--- config.mk ---
export PLATFORM = sky130hd
export DESIGN_NAME = zap_wb_walk_arb
export DESIGN_NICKNAME = d
export VERILOG_FILES = /design/src/rtl/zap_wb_walk_arb.sv
export SDC_FILE = /design/constraint.sdc
export NUM_CORES = 1
export LEC_CHECK = 0
export ABC_AREA = 1
export CORE_UTILIZATION = 38
export CTS_CLUSTER_SIZE = 12
export DETAILED_ROUTE_END_ITERATION = 10
export PLACE_DENSITY = 0.82
export SKIP_LAST_GASP = 1
export SYNTH_ARGS = -nofsm -noshare
export SYNTH_HDL_FRONTEND = slang
export SYNTH_SLANG_ARGS = --single-unit
export TNS_END_PERCENT = 5
--- constraint.sdc ---
create_clock -name i_clk -period 2.4 [get_ports i_clk]
set_input_delay 0.24 -clock i_clk [delete_from_list [all_inputs] [get_ports i_clk]]
set_output_delay 0.24 -clock i_clk [all_outputs]
set_load 0.05 [all_outputs]
--- src/rtl/zap_wb_walk_arb.sv ---
// ---------------------------------------------------------------------------
// zap_wb_walk_arb
// Two-master Wishbone arbiter that sits between the MMU page-walker
// (master 0, read-only, highest priority) and the cache FSM (master 1) and a
// single Wishbone slave port. Masters present "next-cycle" request fields;
// the granted master's fields are registered straight onto the bus so that
// arbitration adds no latency. A stall watchdog aborts a transfer whose
// strobe goes unanswered for WDT_CYCLES cycles.
//
// Ports
//   i_clk, i_reset_n          clock, asynchronous active-low reset
//   i_m0_*_nxt                page-walker next-cycle cyc/stb/adr/sel
//   i_m1_*_nxt                cache next-cycle cyc/stb/wen/adr/dat/sel/cti/bte
//   o_m0_ack/err, o_m1_ack/err per-master completion, only to current owner
//   o_rdata                   slave read data passed through to both masters
//   o_wb_*                    registered slave-side Wishbone controls
//   i_wb_dat/ack/err          slave response
//   o_timeout                 one-cycle pulse when the watchdog aborts
// ---------------------------------------------------------------------------
module zap_wb_walk_arb #(
    parameter int unsigned WDT_CYCLES = 256
) (
    input  logic        i_clk,
    input  logic        i_reset_n,
    input  logic        i_m0_cyc_nxt,
    input  logic        i_m0_stb_nxt,
    input  logic [31:0] i_m0_adr_nxt,
    input  logic [3:0]  i_m0_sel_nxt,
    input  logic        i_m1_cyc_nxt,
    input  logic        i_m1_stb_nxt,
    input  logic        i_m1_wen_nxt,
    input  logic [31:0] i_m1_adr_nxt,
    input  logic [31:0] i_m1_dat_nxt,
    input  logic [3:0]  i_m1_sel_nxt,
    input  logic [2:0]  i_m1_cti_nxt,
    input  logic [1:0]  i_m1_bte_nxt,
    output logic        o_m0_ack,
    output logic        o_m0_err,
    output logic        o_m1_ack,
    output logic        o_m1_err,
    output logic [31:0] o_rdata,
    output logic        o_wb_cyc,
    output logic        o_wb_stb,
    output logic        o_wb_wen,
    output logic [31:0] o_wb_adr,
    output logic [31:0] o_wb_dat,
    output logic [3:0]  o_wb_sel,
    output logic [2:0]  o_wb_cti,
    output logic [1:0]  o_wb_bte,
    input  logic [31:0] i_wb_dat,
    input  logic        i_wb_ack,
    input  logic        i_wb_err,
    output logic        o_timeout
);

    typedef enum logic [1:0] {
        ST_IDLE  = 2'd0,
        ST_GNT0  = 2'd1,
        ST_GNT1  = 2'd2,
        ST_DRAIN = 2'd3
    } state_t;

    typedef struct packed {
        logic        cyc;
        logic        stb;
        logic        wen;
        logic [31:0] adr;
        logic [31:0] dat;
        logic [3:0]  sel;
        logic [2:0]  cti;
        logic [1:0]  bte;
    } bus_t;

    localparam logic [15:0] WDT_LAST = 16'(WDT_CYCLES - 1);

    state_t      state_r;
    state_t      state_s;
    logic        owner_r;     // 0: page-walker, 1: cache; remembered for DRAIN
    logic        owner_s;
    bus_t        bus_r;
    bus_t        bus_s;
    bus_t        m0_bus_s;
    bus_t        m1_bus_s;
    logic [15:0] wdt_r;
    logic        granted_s;
    logic        expire_s;
    logic        owner_cyc_s;

    // Map each master's next-cycle request onto bus fields; the walker only
    // reads single beats, so its write/burst fields are fixed.
    always_comb begin
        m0_bus_s     = '0;
        m0_bus_s.cyc = i_m0_cyc_nxt;
        m0_bus_s.stb = i_m0_stb_nxt;
        m0_bus_s.wen = 1'b0;
        m0_bus_s.adr = i_m0_adr_nxt;
        m0_bus_s.dat = 32'h0000_0000;
        m0_bus_s.sel = i_m0_sel_nxt;
        m0_bus_s.cti = 3'b111;
        m0_bus_s.bte = 2'b00;

        m1_bus_s     = '0;
        m1_bus_s.cyc = i_m1_cyc_nxt;
        m1_bus_s.stb = i_m1_stb_nxt;
        m1_bus_s.wen = i_m1_wen_nxt;
        m1_bus_s.adr = i_m1_adr_nxt;
        m1_bus_s.dat = i_m1_dat_nxt;
        m1_bus_s.sel = i_m1_sel_nxt;
        m1_bus_s.cti = i_m1_cti_nxt;
        m1_bus_s.bte = i_m1_bte_nxt;
    end

    assign granted_s = (state_r == ST_GNT0) || (state_r == ST_GNT1);

    // An ack or err on the expiry cycle always wins over the watchdog.
    assign expire_s  = granted_s & bus_r.stb & ~i_wb_ack & ~i_wb_err &
                       (wdt_r == WDT_LAST);

    assign owner_cyc_s = owner_r ? i_m1_cyc_nxt : i_m0_cyc_nxt;

    // Next-state and next bus value; the bus is zero unless a master is
    // (or is becoming) the owner, which yields the idle cycle between owners.
    always_comb begin
        state_s = state_r;
        owner_s = owner_r;
        bus_s   = '0;
        case (state_r)
            ST_IDLE: begin
                if (i_m0_cyc_nxt) begin
                    state_s = ST_GNT0;
                    owner_s = 1'b0;
                    bus_s   = m0_bus_s;
                end else if (i_m1_cyc_nxt) begin
                    state_s = ST_GNT1;
                    owner_s = 1'b1;
                    bus_s   = m1_bus_s;
                end else begin
                    state_s = ST_IDLE;
                end
            end
            ST_GNT0: begin
                if (expire_s) begin
                    state_s = ST_DRAIN;
                end else if (!i_m0_cyc_nxt) begin
                    state_s = ST_IDLE;
                end else begin
                    bus_s   = m0_bus_s;
                end
            end
            ST_GNT1: begin
                if (expire_s) begin
                    state_s = ST_DRAIN;
                end else if (!i_m1_cyc_nxt) begin
                    state_s = ST_IDLE;
                end else begin
                    bus_s   = m1_bus_s;
                end
            end
            ST_DRAIN: begin
                // Hold the bus quiet until the aborted master lets go.
                if (!owner_cyc_s) begin
                    state_s = ST_IDLE;
                end else begin
                    state_s = ST_DRAIN;
                end
            end
            default: begin
                state_s = ST_IDLE;
            end
        endcase
    end

    // State, owner and registered bus outputs.
    always_ff @(posedge i_clk or negedge i_reset_n) begin
        if (!i_reset_n) begin
            state_r <= ST_IDLE;
            owner_r <= 1'b0;
            bus_r   <= '0;
        end else begin
            state_r <= state_s;
            owner_r <= owner_s;
            bus_r   <= bus_s;
        end
    end

    // Stall watchdog: counts strobe cycles that get neither ack nor err.
    always_ff @(posedge i_clk or negedge i_reset_n) begin
        if (!i_reset_n) begin
            wdt_r <= 16'd0;
        end else if (!bus_r.stb || i_wb_ack || i_wb_err || expire_s) begin
            wdt_r <= 16'd0;
        end else begin
            wdt_r <= wdt_r + 16'd1;
        end
    end

    assign o_wb_cyc  = bus_r.cyc;
    assign o_wb_stb  = bus_r.stb;
    assign o_wb_wen  = bus_r.wen;
    assign o_wb_adr  = bus_r.adr;
    assign o_wb_dat  = bus_r.dat;
    assign o_wb_sel  = bus_r.sel;
    assign o_wb_cti  = bus_r.cti;
    assign o_wb_bte  = bus_r.bte;

    assign o_rdata   = i_wb_dat;

    // Responses reach only the master that currently holds the grant.
    assign o_m0_ack  = i_wb_ack & bus_r.stb & (state_r == ST_GNT0);
    assign o_m1_ack  = i_wb_ack & bus_r.stb & (state_r == ST_GNT1);
    assign o_m0_err  = ((i_wb_err & bus_r.stb) | expire_s) & (state_r == ST_GNT0);
    assign o_m1_err  = ((i_wb_err & bus_r.stb) | expire_s) & (state_r == ST_GNT1);
    assign o_timeout = expire_s;

endmodule

==> impl_metrics.env <==
export IMPL_synth_top_area_share_pct=53.40
export IMPL_htreeDepth=3
export IMPL_crit_path_frequent_cell="inv_1"
export IMPL_timing_final_crit_share_pct=96.69
export IMPL_fin_util_pct=58.00
export IMPL_cts_root_buf="clkbuf_16"
export IMPL_place_ws_ns=0.4086
export IMPL_top_level_ports=263
export IMPL_cellLeakagePower_nw=3.285
export IMPL_synth_common_cells="95 x dfrtp_1, 79 x nand2_1, 70 x nor2_1"
export IMPL_drive_above_1_share_pct=10.67
export IMPL_peakVddDrop_mv=0.4475
export IMPL_period_minus_slack_ns=2.321
export IMPL_grt_pass1_vias=3479
export IMPL_die_area_sq_um=12150
export IMPL_power_mw=6.675
export IMPL_max_stage_delay_ns=0.83
export IMPL_totalWireLength_mm=11.49
export IMPL_crit_family="buffers and inverters"
export IMPL_cts_buffers=9
export IMPL_placedCellCount=782
export IMPL_clk_pin_slew_ns=0.07
export IMPL_timing_fmax_mhz=430.9
export IMPL_routabilityCongestion=0.8710
export IMPL_ys_ff_latch=95
export IMPL_crit_required_ns=2.16
export IMPL_clock_sinks=95
export IMPL_synthFlopType="dfrtp_1"
export IMPL_nNetsFinal=807
export IMPL_initial_core_util_pct=38.99
export IMPL_async_flop_share_pct=100.0
export IMPL_finalNonFillerCells=799
export IMPL_grt_max_degree=57
export IMPL_synth_top_cells_by_area="dfrtp_1 53%, nand3_2 6.7%, nand2_1 6.7%"
export IMPL_max_clock_path_buffers=2
export IMPL_fin_ws_ns=0.07950
export IMPL_n_antenna_cell=0
export IMPL_hpwl_mm=9.128
export IMPL_timing_max_cap_violations=0
export IMPL_cp_arrival_ns=2.08
export IMPL_yosys_warnings=0
export IMPL_worstPathMaxFanout=5
export IMPL_wire_per_inst_um=14.38
export IMPL_vias_per_cell=4.671
export IMPL_grt_use_total_pct=18.65
export IMPL_syn_area_sq_um=4452
export IMPL_clock_latency_ns=0.33
export IMPL_design_area_sq_um=6623
export IMPL_syn_instance_count=486
export IMPL_syn_avg_cell_area_sq_um=9.160
export IMPL_synth_nets=642
export IMPL_ant_nets=0
export IMPL_die_h_um=110.2
export IMPL_setup_violations=0
export IMPL_io_buffers=198
export IMPL_core_sq_um=11420
export IMPL_crit_buf_inv=3
export IMPL_worst_slew_pin_slew_ns=0.5749
export IMPL_reg2reg_slack_ns=0.41
export IMPL_clock_skew_ns=0.007415
export IMPL_cts_setup_buffers=0
export IMPL_num_vias=3732
export IMPL_synth_most_common_cell="dfrtp_1"
export IMPL_rsz0062_at_grt="yes"
export IMPL_slew_viol_final=0
export IMPL_yosys_cell_types_count=27
export IMPL_dr_pass1_iters=4
export IMPL_num_rows=39
export IMPL_min_path_type="in2reg"
export IMPL_hold_viol_final=0
export IMPL_hold_slack_ns=0.4148
export IMPL_status="finished clean"
export IMPL_antenna_found_initial=0
export IMPL_worstPathCellList="inv_1, ha_1, inv_1, nor3_1, clkdlybuf4s50_1"
export IMPL_critPathKind="reg2out"
export IMPL_relSlewSlack_pct=61.55
export IMPL_overflow=0
export IMPL_postPlaceCellArea_sq_um=6337
export IMPL_drt_iter0_drc=153
export IMPL_ys_seq_area_share_pct=53.40
export IMPL_tns_ns=0
export IMPL_die_x_um=110.2
export IMPL_endpoint_kind="output port"
export IMPL_cp_start_kind="flip-flop"
export IMPL_cts_tree="built"
export IMPL_powerDensity_nw_per_um2=1008
export IMPL_yosysTopAreaCell="dfrtp_1"
export IMPL_grt_pass1_wl_mm=16.79
export IMPL_route_detailed_drc=0
export IMPL_area_growth_pct=48.76
export IMPL_synth_enable_flop_cells=0
export IMPL_slowest_stage="clkdlybuf4s50_1"
## path summary, 6_finish.rpt
check,startpoint,endpoint,cells after the start
min reg2reg,wdt_r[0],wdt_r[0],1
min,i_m1_dat_nxt[5],o_wb_dat[5],3
max in group asynchronous,i_reset_n,wdt_r[4],3
max,state_r[0],o_m1_ack,5
max reg2reg,state_r[0],o_wb_adr[26],10
min in group asynchronous,i_reset_n,o_wb_cti[1],2
## repair_timing
action	in CTS	in global routing
resized for setup	0	1
hold endpoints to repair	39	0
setup endpoints to repair	0	2
hold buffers	1	0
## state kept, by name, indices dropped and copies added (netlist names), 2 cells and up
| name | cells |
|---|---|
| o_wb_cti | 3 |
| o_wb_sel | 4 |
| o_wb_dat | 32 |
| o_wb_adr | 32 |
| state_r | 2 |
| wdt_r | 16 |
| o_wb_bte | 2 |
## cells by family (layout without fill, tap and decap cells)
group,count (synthesis),in the layout,synth area share (%)
adders and majority gates,6,6,1.686
xor gates and xnor gates,7,7,1.377
AOI/OAI and AO/OA,10,10,1.180
and+or+nand+nor,249,249,28.41
DFF,95,95,53.40
buffers and inverters,119,289,13.94
## layer usage
layer,global-route usage [%],vias to the layer above,wire (um)
met4,7.613,0,299
met1,19.21,1724,3990
met2,34.24,194,6117
met5,0,-,0
met3,6.584,23,1086
li1,-,1791,-
## cell usage in the layout, fill, tap and decap left out, drive strengths merged
cell type,count
o21bai,1
xor2,6
buf,11
dfrtp,95
nor3,6
nor3b,1
ha,6
clkinvlp,1
nor2,71
a21oi,3
clkinv,4
nand3,81
o21ai,6
clkbuf,10
nand4,2
or2,2
clkdlybuf4s50,193
dlymetal6s2s,1
nand2,85
inv,68
xnor2,1
dlygate4sd3,1
nand3b,1
## report_power, final
part	leakage, nW	switching, mW	total [mW]	internal [mW]
Combinational	1.89	2.21	3.26	1.05
Sequential	1.26	0.133	2.12	1.98
Clock	0.133	0.594	1.30	0.708
## layout make-up
cell class	instances	area [sq um]
clock buffer	10	229.0
clock inverter	6	43.79
fill	985	4796
inverter	67	252.7
multi-input combinational	272	1454
sequential	95	2377
tap	143	178.9
timing repair buffer	206	2087
## worst reg2reg max path, stage by stage (launching register included)
cell and delay [ns]:
dfrtp_1 0.41, inv_1 0.10, ha_1 0.32, nand2_1 0.08
nor2_1 0.07, nand3_4 0.12, nand2_2 0.06, nand2_2 0.06
buf_4 0.45, nand3_1 0.16, nand2_1 0.11
(Power assumes the default switching activity.)
